### src/rtl/button_event_queue.sv
// button_event_queue
// Collects one-cycle press pulses from a bank of debouncers, serialises
// them lowest-index-first into button-ID events and buffers those events
// in a small first-word-fall-through FIFO with a valid/ready output.
// The debouncers are never stalled: events that find the FIFO full are
// dropped and the sticky overflow flag is raised.
// Optional build macro: BTN_EVENT_DROP_COUNT_EN adds an 8-bit saturating
// drop_count output that counts dropped events.
module button_event_queue #(
  parameter int NUM_BTN = 5,
  parameter int ID_W    = 3,
  parameter int ADDR_W  = 3
) (
  input  logic               clk,
  input  logic               reset,
  input  logic [NUM_BTN-1:0] btn_pulse,
  output logic               evt_valid,
  output logic [ID_W-1:0]    evt_id,
  input  logic               evt_ready,
  output logic [ADDR_W:0]    count,
  output logic               overflow,
  input  logic               overflow_clr
`ifdef BTN_EVENT_DROP_COUNT_EN
  ,
  output logic [7:0]         drop_count
`endif
);

  localparam int DEPTH = 1 << ADDR_W;

  logic [NUM_BTN-1:0] pend;
  logic [NUM_BTN-1:0] grant;
  logic [ID_W-1:0]    grant_idx;
  logic [ID_W-1:0]    mem [DEPTH];
  logic [ADDR_W-1:0]  rd_ptr;
  logic [ADDR_W-1:0]  wr_ptr;
  logic               full;
  logic               pop;
  logic               push_req;
  logic               push;
  logic               drop;

  // Lowest-index fixed-priority arbiter over the registered pending bits
  always_comb begin
    grant     = pend & (~pend + NUM_BTN'(1));
    grant_idx = '0;
    for (int i = NUM_BTN - 1; i >= 0; i--) begin
      if (pend[i]) begin
        grant_idx = ID_W'(i);
      end
    end
  end

  assign full      = (count == (ADDR_W + 1)'(DEPTH));
  assign evt_valid = (count != '0);
  assign evt_id    = evt_valid ? mem[rd_ptr] : '0;
  assign pop       = evt_valid & evt_ready;
  assign push_req  = |pend;
  assign push      = push_req & (~full | pop);
  assign drop      = push_req & full & ~pop;

  // Pending presses: granted bit is retired, new pulses are merged in
  always_ff @(posedge clk) begin
    if (reset) begin
      pend <= '0;
    end else begin
      pend <= (pend & ~grant) | btn_pulse;
    end
  end

  // Event storage; a full-with-pop write lands in the slot being read out
  always_ff @(posedge clk) begin
    if (!reset && push) begin
      mem[wr_ptr] <= grant_idx;
    end
  end

  // Read/write pointers and occupancy count
  always_ff @(posedge clk) begin
    if (reset) begin
      rd_ptr <= '0;
      wr_ptr <= '0;
      count  <= '0;
    end else begin
      if (pop) begin
        rd_ptr <= rd_ptr + 1'b1;
      end
      if (push) begin
        wr_ptr <= wr_ptr + 1'b1;
      end
      case ({push, pop})
        2'b10:   count <= count + 1'b1;
        2'b01:   count <= count - 1'b1;
        default: count <= count;
      endcase
    end
  end

  // Sticky overflow flag; a drop in the clearing cycle keeps it set
  always_ff @(posedge clk) begin
    if (reset) begin
      overflow <= 1'b0;
    end else if (drop) begin
      overflow <= 1'b1;
    end else if (overflow_clr) begin
      overflow <= 1'b0;
    end
  end

`ifdef BTN_EVENT_DROP_COUNT_EN
  // Saturating dropped-event counter; a drop while clearing restarts at 1
  always_ff @(posedge clk) begin
    if (reset) begin
      drop_count <= '0;
    end else if (overflow_clr) begin
      drop_count <= drop ? 8'd1 : 8'd0;
    end else if (drop && drop_count != 8'hFF) begin
      drop_count <= drop_count + 8'd1;
    end
  end
`endif

endmodule

### config.mk
export PLATFORM = sky130hd
export DESIGN_NAME = button_event_queue
export DESIGN_NICKNAME = d
export VERILOG_FILES = /design/src/rtl/button_event_queue.sv
export SDC_FILE = /design/constraint.sdc
export NUM_CORES = 1
export LEC_CHECK = 0
export CORE_UTILIZATION = 34
export CTS_CLUSTER_DIAMETER = 100
export DETAILED_ROUTE_END_ITERATION = 10
export GPL_ROUTABILITY_DRIVEN = 0
export GPL_TIMING_DRIVEN = 0
export PLACE_DENSITY = 0.59
export SYNTH_ARGS = -nofsm -noshare
export SYNTH_HDL_FRONTEND = slang
export SYNTH_SLANG_ARGS = --single-unit
### constraint.sdc
create_clock -name clk -period 8.1 [get_ports clk]
set_clock_uncertainty 0.2 [all_clocks]
set_input_delay 1.62 -clock clk [delete_from_list [all_inputs] [get_ports clk]]
set_output_delay 1.62 -clock clk [all_outputs]
set_load 0.02 [all_outputs]
==> summary.md <==
| Metric | Value |
|---|---|
| Number of I/O port buffers | 17 |
| Final critical-path required period | 4.15 ns |
| First-pass GRT wire length | 5500 um |
| Post-synth top cells | 24 x edfxtp_1, 23 x nor2_1, 19 x dfxtp_1 |
| Syn_nets | 158 |
| Synth warnings | 0 |
| Synth-to-layout area growth | 21.4% |
| Root Driver | clkbuf_8 |
| Final Setup Violations | 0 |
| Int Pwr | 481 uW |
| DIE HEIGHT | 75.2 um |
| Netlist cell types | 33 |
| Non-filler cells, final | 239 |
| Placed insts | 231 |
| Reg clk slew, reported paths | 0.08 ns |
| Finished Core Util | 0.431 |
| Fin crit share | 0.513 |
| Post-synth top flop | edfxtp_1 |
| Crit Path Class | flop to output pin |
| Hold crit path type | flop to flop |
| Max-slew violations | 0 |
| Switching fraction of total power | 0.300 |
| DRC violations left | 0 |
| CTS sink count | 43 |
| Starting Density | 0.355 |
| Routed via count divided by cell count | 4.74 |
| Max Freq | 241 MHz |
| Asr flop ratio synth | 0 |
| Max-cap violation count | 0 |
| RSZ-0062 raised after global routing | false |
| Cell taking the most area after synthesis | edfxtp_1 |
| Worst vdd ir | 142 uV |
| CTS Buffer Depth | 2 |
| Seq/Total Area, Yosys | 0.604 |
| Post-cts sizing count | 0 |
| Critical-path maximum fanout | 6 |
| Via count | 1132 |
| Total power | 687 uW |
| Num CTS Buffers | 5 |
| Final HPWL DP | ~2400 um |
| Part of the power in registers | 0.409 |
| GRT Total Usage | 0.139 |
| Chip Width | 75.2 um |
| CP startpoint kind | flop |
| Row count | 26 |
| Initial antenna violation count | 0 |
| Top post-synthesis cells by area | edfxtp_1 40%, dfxtp_1 21%, mux4_2 7.4%, nor2_1 4.7%, ha_1 3.4% |
| Most frequent cell after synthesis | edfxtp_1 |
| CTS H-tree depth | 2 |
| Synth Area per Inst | 12.7 sq um |
| Multi-input logic area | between 600 and 700 sq um |
| Post-CTS Hold Buffers | 0 |
| GR Overflow Total | 0 |
| Yosys reg bits | 43 |
| Pre-antenna DRT Iters | 4 |
| Clk_lat worst skew | 0.30 ns |
| Core box area | between 5000 and 6000 sq um |
| Fill cells | 505 |
| Vias in the first global route | roughly 1200 |
| Final wirelength | around 3300 um |
| Setup TNS | 0 ns |
| Share of cells above drive strength 1 | 0.118 |
| Synth top area share | 0.395 |
| Storage element area | 1100 sq um |
| Critical Path AT | 2.33 ns |
| Cell count after synthesis | 144 |
| Ant diodes | 0 |
| Sw Pwr | 207 uW |
| Power Dens Cells | 311 nW/um^2 |
| Status | complete, no violations |
| Critical Path Sink Type | output pin |
| Hold Fails Final Rpt | 0 |
| Clock power frac | 0.285 |
| TritonCTS clock tree | done |
| Largest net degree at the start of global routing | 14 |
| Relative slew slack | 0.430 |
| Wire length per cell | between 10 and 15 um |
| # IOs | 18 |
| Leakage Power | 0.000784 uW |
| Number of synthesized flops with an enable pin | 24 |
| Post-Syn Area | 1820 sq um |
| Post-CTS Setup Bufs | 0 |
| Worst Path Required | about 6.3 ns |
| Slew @ Worst Pin | 0.847 ns |
| Gate power share | 0.306 |
| Layout Nets | 182 |
| First DRT Iteration DRCs | 48 |
| Die area | 5660 sq um |
| Post-DRT Antenna Nets | 0 |
state kept, by name, indices dropped and copies added, names as in the netlist, named ones only:
signal,cells
pend,5
count,4
mem,24
wr_ptr,3
overflow,1
rd_ptr,3
layout by cell type, fill, tap and decap left out:
cell and n:
clkdlybuf4s50_1 17, bufinv_16 2, mux2_2 1, a21oi_1 10, buf_1 1, or3_1 2
or2b_2 1, or4_1 1, xnor2_1 1, or3_4 1, mux4_2 6, or2_2 1
ha_1 5, nand3_1 2, nand3b_1 1, nor4_1 2, nand2b_1 2, mux2i_1 5
clkbuf_8 5, nor3_1 4, nor2b_1 5, nor4b_1 1, o32ai_1 1, inv_1 6
nand2_1 3, o22ai_4 1, edfxtp_1 24, nor2_1 23, o221ai_1 1, or3_2 1
clkbuf_1 3, a31oi_1 1, o21ai_0 3, dfxtp_1 19, buf_2 1, xor2_1 6
path summary, 6_finish.rpt:
| path | from | end | slack, ns | depth (start not counted) |
|---|---|---|---|---|
| setup reg to reg | count[0] | count[3] | 4.95 | 9 |
| hold / removal | overflow | overflow | 0.28 | 2 |
| hold reg to reg | overflow | overflow | 0.28 | 2 |
| setup / recovery | flop | evt_id[1] | 3.95 | 5 |
stage by stage:
stage / setup slack [ns] / hold WS (ns) / area (sq um)
floorplan: 4.40 / 0.254 / 1820
global placement: 3.77 / 0.265 / 2080
detailed placement: 3.73 / 0.266 / 2080
CTS: 3.87 / 0.281 / 2210
global route: 3.77 / 0.307 / 2210
finish: 3.95 / 0.279 / 2210
routing by layer:
| metal | routed length, um | track usage |
|---|---|---|
| met1 | 1540 | 0.171 |
| met5 | 0 | 0 |
| met3 | 143 | 0.0522 |
| met4 | 30 | 0.0473 |
| met2 | 1560 | 0.224 |
worst max-delay path: stages, from the launching register on:
cell and delay (ns):
dfxtp_1 0.31, clkbuf_1 0.40, mux4_2 0.57, mux2i_1 0.14
nor2_1 0.05, clkdlybuf4s50_1 0.55
power by group through the flow:
stage / Sequential, uW / Clock [uW] / Combinational [uW]
finish: 281 / 196 / 210
detailed placement: 286 / 0 / 212
global route: 286 / 212 / 233
floorplan: 288 / 0 / 136
CTS: 281 / 201 / 213
global placement: 284 / 0 / 206
area by class of cell:
class / instances / share of cell area
Tap cell: 70 / 0.0396
Clock buffer: 6 / 0.0328
Inverter: 6 / 0.0102
Multi-Input combinational cell: 91 / 0.309
Sequential cell: 43 / 0.497
Timing Repair Buffer: 17 / 0.0769
Clock inverter: 2 / 0.0271
Buffer: 4 / 0.00735
logic make-up after synthesis:
group           count (synthesis)  share of synthesized area
compound gates                 17                     0.0597
xor+xnor                        7                     0.0336
fa+ha+maj                       5                     0.0343
buf+inv                        10                     0.0213
flops                          43                      0.604
mux                            12                      0.108
simple gates                   50                      0.139
(Power assumes the default switching activity.)
